===== src/rtl/code_lock_param.sv =====
// code_lock_param: parametrised digit-sequence lock with a run-time programmable code.
// After MAX_FAILS consecutive failed attempts, digit entry is locked out for
// LOCKOUT_CYCLES cycles. The lock can also relock automatically after
// AUTO_RELOCK cycles in OPEN.
//   clk, reset_n              : clock (rising edge), async active-low reset
//   digit_valid, digit        : entered digit strobe and value
//   relock                    : relock request (OPEN only)
//   prog_valid, prog_digit    : new-code digit strobe and value (OPEN only), digit 0 first
//   locked, lockout           : registered status
//   fail_pulse, prog_done     : one-cycle event pulses
//   digit_idx                 : digits matched so far in the current attempt
module code_lock_param #(
   parameter int unsigned DIGIT_W        = 4,
   parameter int unsigned CODE_LEN       = 6,
   parameter logic [CODE_LEN*DIGIT_W-1:0] DEFAULT_CODE = {4'h6, 4'h5, 4'h2, 4'h5, 4'h3, 4'h3},
   parameter int unsigned MAX_FAILS      = 3,
   parameter int unsigned LOCKOUT_CYCLES = 16,
   parameter int unsigned AUTO_RELOCK    = 0,
   localparam int unsigned IDX_W         = $clog2(CODE_LEN + 1)
) (
   input  logic               clk,
   input  logic               reset_n,
   input  logic               digit_valid,
   input  logic [DIGIT_W-1:0] digit,
   input  logic               relock,
   input  logic               prog_valid,
   input  logic [DIGIT_W-1:0] prog_digit,
   output logic               locked,
   output logic               lockout,
   output logic               fail_pulse,
   output logic               prog_done,
   output logic [IDX_W-1:0]   digit_idx
);

   localparam int unsigned FAIL_W = $clog2(MAX_FAILS + 1);
   localparam int unsigned LT_W   = $clog2(LOCKOUT_CYCLES + 1);
   localparam int unsigned RT_W   = (AUTO_RELOCK > 0) ? $clog2(AUTO_RELOCK + 1) : 1;
   localparam logic [IDX_W-1:0] LAST_IDX = IDX_W'(CODE_LEN - 1);

   typedef enum logic [1:0] {
      ENTRY   = 2'd0,
      OPEN    = 2'd1,
      LOCKOUT = 2'd2
   } state_t;

   state_t                           state, state_n;
   logic [IDX_W-1:0]                 idx_n;
   logic [FAIL_W-1:0]                fail_cnt, fail_cnt_n;
   logic [LT_W-1:0]                  lt, lt_n;
   logic [RT_W-1:0]                  rt, rt_n;
   logic [IDX_W-1:0]                 ptr, ptr_n;
   logic [CODE_LEN-1:0][DIGIT_W-1:0] code, code_n;
   logic [CODE_LEN-1:0][DIGIT_W-1:0] shadow, shadow_n;
   logic                             locked_n, lockout_n, fail_pulse_n, prog_done_n;

   always_ff @(posedge clk or negedge reset_n) begin
      if (!reset_n) begin
         state      <= ENTRY;
         digit_idx  <= '0;
         fail_cnt   <= '0;
         lt         <= '0;
         rt         <= '0;
         ptr        <= '0;
         code       <= DEFAULT_CODE;
         shadow     <= '0;
         locked     <= 1'b1;
         lockout    <= 1'b0;
         fail_pulse <= 1'b0;
         prog_done  <= 1'b0;
      end else begin
         state      <= state_n;
         digit_idx  <= idx_n;
         fail_cnt   <= fail_cnt_n;
         lt         <= lt_n;
         rt         <= rt_n;
         ptr        <= ptr_n;
         code       <= code_n;
         shadow     <= shadow_n;
         locked     <= locked_n;
         lockout    <= lockout_n;
         fail_pulse <= fail_pulse_n;
         prog_done  <= prog_done_n;
      end
   end

   always_comb begin
      state_n      = state;
      idx_n        = digit_idx;
      fail_cnt_n   = fail_cnt;
      lt_n         = lt;
      rt_n         = rt;
      ptr_n        = ptr;
      code_n       = code;
      shadow_n     = shadow;
      fail_pulse_n = 1'b0;
      prog_done_n  = 1'b0;

      case (state)
         ENTRY: begin
            if (digit_valid) begin
               if (digit == code[digit_idx]) begin
                  if (digit_idx == LAST_IDX) begin
                     state_n    = OPEN;
                     idx_n      = '0;
                     fail_cnt_n = '0;
                     rt_n       = RT_W'(AUTO_RELOCK);
                     ptr_n      = '0;
                  end else begin
                     idx_n = digit_idx + 1'b1;
                  end
               end else begin
                  // A mismatch restarts the attempt; the offending digit is consumed.
                  idx_n        = '0;
                  fail_pulse_n = 1'b1;
                  fail_cnt_n   = fail_cnt + 1'b1;
                  if (32'(fail_cnt) + 32'd1 >= MAX_FAILS) begin
                     state_n = LOCKOUT;
                     lt_n    = LT_W'(LOCKOUT_CYCLES);
                  end
               end
            end
         end

         LOCKOUT: begin
            // Leaving on the edge where the timer hits 0 keeps lockout high
            // for exactly LOCKOUT_CYCLES cycles.
            if (lt <= LT_W'(1)) begin
               state_n    = ENTRY;
               lt_n       = '0;
               fail_cnt_n = '0;
               idx_n      = '0;
            end else begin
               lt_n = lt - 1'b1;
            end
         end

         OPEN: begin
            if (relock) begin
               state_n = ENTRY;
               ptr_n   = '0;
            end else if (AUTO_RELOCK != 0 && rt == RT_W'(1)) begin
               state_n = ENTRY;
               rt_n    = '0;
               ptr_n   = '0;
            end else begin
               if (AUTO_RELOCK != 0) rt_n = rt - 1'b1;
               if (prog_valid) begin
                  shadow_n[ptr] = prog_digit;
                  if (ptr == LAST_IDX) begin
                     // Commit the whole code in one edge, including the final digit.
                     code_n      = shadow_n;
                     prog_done_n = 1'b1;
                     ptr_n       = '0;
                  end else begin
                     ptr_n = ptr + 1'b1;
                  end
               end
            end
         end

         default: begin
            state_n = ENTRY;
            idx_n   = '0;
         end
      endcase

      locked_n  = (state_n != OPEN);
      lockout_n = (state_n == LOCKOUT);
   end

endmodule


===== config.mk =====
export PLATFORM = sky130hd
export DESIGN_NAME = code_lock_param
export DESIGN_NICKNAME = d
export VERILOG_FILES = /design/src/rtl/code_lock_param.sv
export SDC_FILE = /design/constraint.sdc
export NUM_CORES = 1
export LEC_CHECK = 0
export CORE_ASPECT_RATIO = 1.1
export CORE_MARGIN = 10
export CORE_UTILIZATION = 35
export CTS_CLUSTER_SIZE = 12
export DETAILED_ROUTE_END_ITERATION = 7
export PLACE_DENSITY_LB_ADDON = 0.25
export SETUP_SLACK_MARGIN = 0.5
export SLEW_MARGIN = 20
export SYNTH_ARGS = -nofsm -noshare
export SYNTH_HDL_FRONTEND = slang
export SYNTH_SLANG_ARGS = --single-unit

===== constraint.sdc =====
create_clock -name clk -period 3.2 [get_ports clk]
set_clock_uncertainty 0.05 [all_clocks]
set_input_delay 0.32 -clock clk [delete_from_list [all_inputs] [get_ports clk]]
set_output_delay 0.32 -clock clk [all_outputs]
set_load 0.005 [all_outputs]

==> impl_metrics.tcl <==
set metrics [dict create \
    outcome "completed" \
    drive_gt1_frac 0.210 \
    ys_types 49 \
    port_buffers 19 \
    synth_edf_count 0 \
    first_iter_violations 88 \
    worst_pin_slew_ns 0.621 \
    routed_wl_um 6480 \
    grt_start_max_net_pins 51 \
    clk_latency_ns 0.34 \
    ant_nets 0 \
    switchingPower_uw 607 \
    max_freq_ghz 0.393 \
    gp_congestion 0.789 \
    p_int_uw 1420 \
    crit_path_max_fanout 11 \
    grt_usage 0.108 \
    clockBufferDepth 2 \
    dieWidth_um 109 \
    drv_cap 0 \
    dr_total_vias 2138 \
    htree_levels 3 \
    cts_tree "yes" \
    async_reset_ff_frac 1.00 \
    dieArea_um2 12800 \
    power_switching_share 0.300 \
    crit_path_end_kind "flip-flop" \
    grt.overflow.total 0 \
    grt_pass1_vias 2108 \
    design.core.area_um2 8410 \
    final_hold_viol_count 0 \
    ys_seq_elements 63 \
    drc 0 \
    nets 327 \
    syn_avg_cell_area_um2 10.6 \
    n_fill_cell 817 \
    place_ws_ns 0.500 \
    slowest_stage "nor2b_1" \
    slew_headroom 0.586 \
    crit_chain "nor2b_1, a22o_1, o21ai_0, a2111oi_4, buf_4, o21ai_1, a31o_1" \
    drt_first_pass_iters 4 \
    dp_hpwl_um 4610 \
    setup_ws_ns 0.656 \
    drv_slew 0 \
    p_comb_frac 0.191 \
    cp.required_ns 3.38 \
    rows 35 \
    cts.sinks 63 \
    cp.arrival_ns 2.73 \
    min_period_over_period 0.795 \
    period_minus_slack_ns 2.54 \
    clkTransAtPathRegs_ns 0.08 \
    max_stage_delay_ns 0.53 \
    synth_fp_nets 301 \
    tns_ns 0 \
    die_h_um 117 \
    yosysWarnings 0 \
    leakage_uw 0.00164 \
    startpoint_type "flip-flop" \
    synthToLayoutAreaGrowth_pct 17.7 \
    antenna_found_initial 0 \
    avgRoutedWirePerCell_um 15.2 \
    start_util 0.359 \
    setup_viol 0 \
    rsz0062_at_grt "false" \
    grt_pass1_wl_um 10900 \
    numCtsBuffers 9 \
    ir_worst_vdd_v 0.000226 \
    viasPerCell 5.02 \
    io_pins 20 \
    netlist_instances 284 \
    crit_type "reg -> reg" \
    ys_seq_area_frac 0.527 \
    p_seq_frac 0.458 \
    hp-class "reg -> reg" \
    diodes 0 \
    synth_flop_cell "dfrtp_1" \
    syn-cell-area_um2 3020 \
    root_buffer "clkbuf_8" \
    p_clk_frac 0.351 \
    powerDensity_nw_per_um2 569 \
]
synthesized netlist by cell type (all sizes together) (2+ instances only):
| library cell | instances | area share |
|---|---|---|
| nand2 | 59 | 0.073 |
| dfrtp | 51 | 0.42 |
| mux2 | 27 | 0.10 |
| o21ai | 19 | 0.031 |
| nand3 | 13 | 0.023 |
| dfstp | 12 | 0.10 |
| mux2i | 12 | 0.040 |
| nor2 | 12 | 0.015 |
| inv | 9 | 0.011 |
| a21oi | 8 | 0.013 |
| clkbuf | 7 | 0.0087 |
| buf | 4 | 0.0091 |
| ha | 4 | 0.017 |
| nor2b | 4 | 0.0083 |
| a22oi | 3 | 0.0075 |
| a31oi | 3 | 0.0062 |
| nand2b | 3 | 0.0062 |
| nor3 | 3 | 0.0050 |
| a22o | 2 | 0.0058 |
| and3 | 2 | 0.0041 |
| mux4 | 2 | 0.015 |
| o21a | 2 | 0.0050 |
| o22ai | 2 | 0.0041 |
| or2 | 2 | 0.0041 |
| xnor2 | 2 | 0.0058 |
state kept, by name, summed over array words and instances, names as in the netlist:
register    cells
code           24
digit_idx       3
fail_cnt        2
fail_pulse      1
locked          1
lockout         1
lt              5
prog_done       1
ptr             3
shadow         20
state           2
path summary, 6_finish.rpt:
| kind | from | endpoint | slack (ns) | cells past startpoint |
|---|---|---|---|---|
| worst min register to register | code[8] | code[8] | 0.40 | 2 |
| worst max register to register | digit_idx[1] | lt[4] | 0.66 | 7 |
| min in group asynchronous | reset_n | lt[1] | 0.49 | 2 |
| worst max-delay path | digit_idx[1] | lt[4] | 0.66 | 7 |
| max in group asynchronous | reset_n | shadow[5] | 1.99 | 3 |
| worst min-delay path | code[8] | code[8] | 0.40 | 2 |
per-stage QoR:
step | util | total power [uW] | area, um^2 | cells | hold WS (ns)
detailed placement | 0.397 | 1320 | 3340 | 409 | 0.334
global placement | 0.397 | 1320 | 3340 | 409 | 0.397
global route | 0.423 | 2160 | 3560 | 426 | 0.427
floorplan | - | 1190 | 3020 | 284 | -0.0256
finish | 0.423 | 2020 | 3560 | 426 | 0.404
CTS | 0.423 | 2050 | 3560 | 426 | 0.407
critical path, delay by kind of cell, from the launching register on:
| kind | cells | cell delay (ns) |
|---|---|---|
| AOI/OAI and AO/OA | 5 | 1.14 |
| and+or+nand+nor | 1 | 0.53 |
| DFF | 1 | 0.50 |
| buffers and inverters | 1 | 0.24 |
cells in the final DEF (no fill, tap or decap), types with 4 or more instances in the layout:
cell	instances
clkdlybuf4s50_1	18
nor2b_1	4
inv_1	9
a21oi_1	8
nand3_1	12
nand2_1	59
ha_1	4
o21ai_0	13
o21ai_1	6
dfstp_2	12
mux2_2	24
mux2i_1	12
buf_4	7
nor2_1	12
clkbuf_8	10
dfrtp_1	50
cell type report:
| class | count | area [um^2] | area share |
|---|---|---|---|
| multi-input cells | 200 | 1340 | 0.376 |
| flip-flops and latches | 63 | 1590 | 0.448 |
| inverters | 10 | 37.5 | 0.0106 |
| clock inverters | 6 | 68.8 | 0.0193 |
| clock buffers | 10 | 138 | 0.0387 |
| well taps | 111 | 139 | 0.0390 |
| repair buffers | 26 | 243 | 0.0682 |
what timing repair did:
item | 4_1_cts | 5_1_grt
hold endpoints to repair | 36 | 0
buffers inserted | 0 | 0
gates resized for setup | 0 | 1
setup endpoints to repair | 0 | 8
hold buffers | 1 | 0
layer usage:
metal  vias to the layer above  global-route usage  share of wire  wire length, um
met5                         -                   0              0                0
met4                         0              0.0446          0.015               96
met3                         8              0.0361          0.042              271
met2                        40               0.157           0.45             2920
met1                      1032               0.144           0.49             3190
li1                       1058                   -              -                -
power groups by stage:
stage / Combinational (uW) / Sequential [uW] / Clock, uW
2_1_floorplan: 266 / 924 / 0
3_3_place_gp: 380 / 940 / 0
3_5_place_dp: 383 / 941 / 0
4_1_cts: 388 / 927 / 731
5_1_grt: 444 / 937 / 774
6_report: 386 / 927 / 710
cell families after synthesis:
group,count (synthesis),share of synthesized area
and+or+nand+nor,103,0.151
DFF,63,0.527
AOI/OAI and AO/OA,50,0.113
muxes,41,0.157
buffers and inverters,21,0.0302
adders and majority gates,4,0.0166
xor gates and xnor gates,2,0.00580
No activity file was read; power rests on OpenSTA's default activity.
